==> config.mk <==
export PLATFORM = sky130hd
export DESIGN_NAME = pc_ctrl
export DESIGN_NICKNAME = d
export VERILOG_FILES = /design/src/rtl/pc_ctrl.sv
export SDC_FILE = /design/constraint.sdc
export NUM_CORES = 1
export LEC_CHECK = 0
export CORE_MARGIN = 4
export CORE_UTILIZATION = 50
export DETAILED_ROUTE_END_ITERATION = 12
export DONT_BUFFER_PORTS = 1
export PLACE_DENSITY_LB_ADDON = 0.1
export SETUP_SLACK_MARGIN = 0.05
export SKIP_CTS_REPAIR_TIMING = 1
export SLEW_MARGIN = 20
export SYNTH_ARGS = -nofsm -noshare
export SYNTH_HDL_FRONTEND = slang
export SYNTH_SLANG_ARGS = --single-unit
==> constraint.sdc <==
create_clock -name i_clk -period 2.12 [get_ports i_clk]
set_clock_uncertainty 0.1 [all_clocks]
set_input_delay 0.53 -clock i_clk [delete_from_list [all_inputs] [get_ports i_clk]]
set_output_delay 0.53 -clock i_clk [all_outputs]
set_load 0.01 [all_outputs]
==> src/rtl/pc_ctrl.sv <==
// Next-PC sequencer for the fetch stage: owns the PC register and arbitrates
// reset vector, sequential step, branch/trap redirect, stall and halt.
module pc_ctrl #(
  parameter logic [31:0] RESET_VEC = 32'h0000_0000,
  parameter int unsigned STEP      = 4
) (
  input  logic        i_clk,
  input  logic        i_rst,
  input  logic        i_stall,
  input  logic        i_br_taken,
  input  logic [31:0] i_br_target,
  input  logic        i_trap,
  input  logic [31:0] i_trap_vec,
  input  logic        i_halt,
  input  logic        i_ifu_ready,
  output logic [31:0] o_pc,
  output logic        o_pc_valid,
  output logic        o_misalign,
  output logic        o_halted
);

  // state | meaning
  // BOOT  | one idle cycle after reset release, no fetch
  // RUN   | fetching; redirects, stall and increment applied
  // HALT  | frozen after debug halt or misaligned branch; only a trap exits
  typedef enum logic [1:0] {BOOT, RUN, HALT} state_t;

  localparam logic [31:0] STEP_W = 32'(STEP);

  state_t      state, state_nxt;
  logic [31:0] pc, pc_nxt;
  logic        misalign, misalign_nxt;
  logic [31:0] trap_target;
  logic        fetch_acc;

  assign trap_target = i_trap_vec & ~32'h3;
  assign o_pc_valid  = (state == RUN) & ~i_stall;
  assign fetch_acc   = o_pc_valid & i_ifu_ready;
  assign o_halted    = (state == HALT);
  assign o_pc        = pc;
  assign o_misalign  = misalign;

  always_ff @(posedge i_clk) begin
    if (i_rst) begin
      state    <= BOOT;
      pc       <= RESET_VEC;
      misalign <= 1'b0;
    end else begin
      state    <= state_nxt;
      pc       <= pc_nxt;
      misalign <= misalign_nxt;
    end
  end

  always_comb begin
    state_nxt    = state;
    pc_nxt       = pc;
    misalign_nxt = misalign;
    case (state)
      BOOT: state_nxt = RUN;
      RUN: begin
        // Redirects win over stall and over an accepted fetch in the same cycle.
        if (i_trap) begin
          pc_nxt = trap_target;
        end else if (i_br_taken) begin
          pc_nxt = i_br_target;
          if (i_br_target[1:0] != 2'b00) begin
            misalign_nxt = 1'b1;
            state_nxt    = HALT;
          end
        end else if (i_halt) begin
          state_nxt = HALT;
        end else if (fetch_acc) begin
          pc_nxt = pc + STEP_W;
        end
      end
      HALT: begin
        if (i_trap) begin
          pc_nxt       = trap_target;
          misalign_nxt = 1'b0;
          state_nxt    = RUN;
        end
      end
      default: state_nxt = BOOT;
    endcase
  end

endmodule

==> reports/results.ini <==
[status]
status=finished clean

[cts]
clockBufferDepth=2
root_buffer=clkbuf_8
cts_tree=built
cts.sinks=35
cts_buffers=5
cts.htree.levels=2
clk_pin_slew_worst_paths_ps=80
clock_latency_ps=290

[synth]
synthesis.nets=431
yosys.area_share.simple=0.260
synth-edff-count=0
synth_area_leaders=dfxtp_1, a21oi_1, o21ai_0
ys_ff_latch=35
synthCells=355
seq_area_frac_synth=0.272
async_flop_share=0
synthAdderAreaFrac=0.0243
synth_mux_area_frac=0.0117
synth.distinct_cells=49
yosys_warnings=0
synth_top_family_by_area=compound AO/OA/AOI/OAI gates
synth_xor_area_frac=0.0170
synth_common_cells=a21oi_1, dfxtp_1, nand2_1, o21ai_0, nor2_1
synth_top_area_cell=dfxtp_1
synth.most_common_cell=a21oi_1
synth_top_area_share=0.272
synth_area_um2=2580
synth_compound_area_frac=0.339
synth.avg_cell_area_um2=7.26
synth-main-ff-cell=dfxtp_1

[cells_and_area]
finalNetCount=448
n_antenna_cell=0
fin_area_um2=3000
fin_cells=440
final_util=0.619
multi_input_area_um2=1710
area_growth_pct=16.4
register_area_um2=703
drive_gt1_frac=0.164
fillers=467

[floorplanning]
num_rows=25
start_util=0.532
core_area_um2=4850
die_x_um=79.8
dieArea_um2=6370
dieHeight_um=79.8
io_pins=106

[worst_setup_path]
path_delay_family=simple AND/OR/NAND/NOR gates
cp.arrival_ps=2130
crit_fanout=6
crit_chain=inv_2, ha_1, or3b_4, o211ai_4, nor2_1, a211o_1, and3_1
critPathKind=flip-flop to flip-flop
crit_required_ps=2210
crit_slowest_cell=or3b_4
critPathCaptureType=flip-flop
critPathLaunchType=flip-flop
worst-path-buf-inv=1
cp_slowest_stage_delay_ps=400

[place]
dp_cells=428
postPlaceCellArea_um2=2800
gp_congestion=0.842
place_hpwl_um=5850
portBuffers=0

[grt]
grt_antenna_before_repair=0
track_usage=0.255
grt_pass1_vias=2494
gr-total-overflow=0
grt_max_degree=65
grt_pass1_wl_um=12900

[timing]
finalCriticalPeriod_ps=2030
hold_viol=0
finalSetupViolCount=0
max_slew_margin=0.739
fmax_ghz=0.491
slew_violations=0
tns_ps=0
rsz0062_at_grt=yes
period_share=0.960
tightestPinTransition_ps=389

[pwr]
clkPwrFrac=0.188
p_leak_nw=1.15
swShare=0.419
internal-power_mw=2.28
power.share.sequential=0.303
p_sw_mw=1.64
powerDensity_nw_per_um2=1310
p_comb_frac=0.509
peakVddDrop_uv=937

[routing]
drt_wl_total_um=8300
via_per_inst=6.41
wire_per_inst_um=18.9
route.detailed.drc=0
drtAntennaViolNets=0
vias=2822
dr.pass1.iters=4
drtIter0Drc=240

[worst_hold_path]
hp-class=primary input to flip-flop

[job]
cap_violations=0

state kept, by name, indices dropped and copies added, names as in the netlist:
signal      cells
o_pc           32
state           2
o_misalign      1
cell usage in the layout (no fill, tap or decap), types with 6 or more instances in the layout:
master / count
nand4_1: 10
nand2b_1: 6
and3_1: 14
a21oi_1: 46
dfxtp_1: 33
nand3_1: 18
nor2_1: 24
o21ai_0: 28
inv_1: 12
buf_4: 36
o211ai_1: 7
a31oi_1: 6
nand2_1: 33
a211oi_1: 8
layer usage:
| metal | share of wire | GRT usage | wire length, um |
|---|---|---|---|
| met2 | 0.46 | 0.381 | 3800 |
| met1 | 0.42 | 0.347 | 3520 |
| met4 | 0.019 | 0.0743 | 154 |
| met5 | 0 | 0 | 0 |
| met3 | 0.099 | 0.0880 | 819 |
cell families (layout without fill, tap and decap cells):
family	after synthesis	count (layout)
simple gates	130	130
buf+inv	43	61
flops	35	35
xor+xnor	5	5
mux	3	3
compound gates	134	134
fa+ha+maj	5	5
worst reg2reg max path, delay by kind of cell (launching register included):
kind / cells / cell delay, ps
and+or+nand+nor: 3 / 660
DFF: 1 / 340
AOI/OAI and AO/OA: 2 / 610
adders and majority gates: 1 / 150
buffers and inverters: 1 / 70
path summary, 6_finish.rpt:
| path | from | end | slack (ps) | depth (start not counted) |
|---|---|---|---|---|
| max | state[1] | o_pc[29] | 90 | 7 |
| min | i_rst | o_pc[10] | 210 | 1 |
| max reg2reg | state[1] | o_pc[29] | 90 | 7 |
| min reg2reg | o_pc[2] | o_pc[2] | 410 | 2 |
power groups by stage:
stage                     clock network [mW]  registers (mW)  logic [mW]
after floorplan                            0            1.24        1.20
after global placement                     0            1.19        1.80
after detailed placement                   0            1.19        1.83
after CTS                              0.742            1.18        1.84
after global routing                   0.771            1.22        2.21
final                                  0.738            1.19        2.00
per-stage QoR:
stage	total power [mW]	hold slack (ps)	worst slack, ps
2_1_floorplan	2.44	387	80.2
3_3_place_gp	2.98	397	109
3_5_place_dp	3.02	402	77.2
4_1_cts	3.76	189	51.0
5_1_grt	4.20	184	16.5
6_report	3.92	205	85.2
final cells by class:
class                           instances  area share
Sequential cell                        35       0.234
Tap cell                               67      0.0279
Clock buffer                            6      0.0242
Timing Repair Buffer                   40       0.108
Clock inverter                          2      0.0200
Multi-Input combinational cell        277       0.569
Inverter                               13      0.0163
Power figures use the tool's default switching activity.
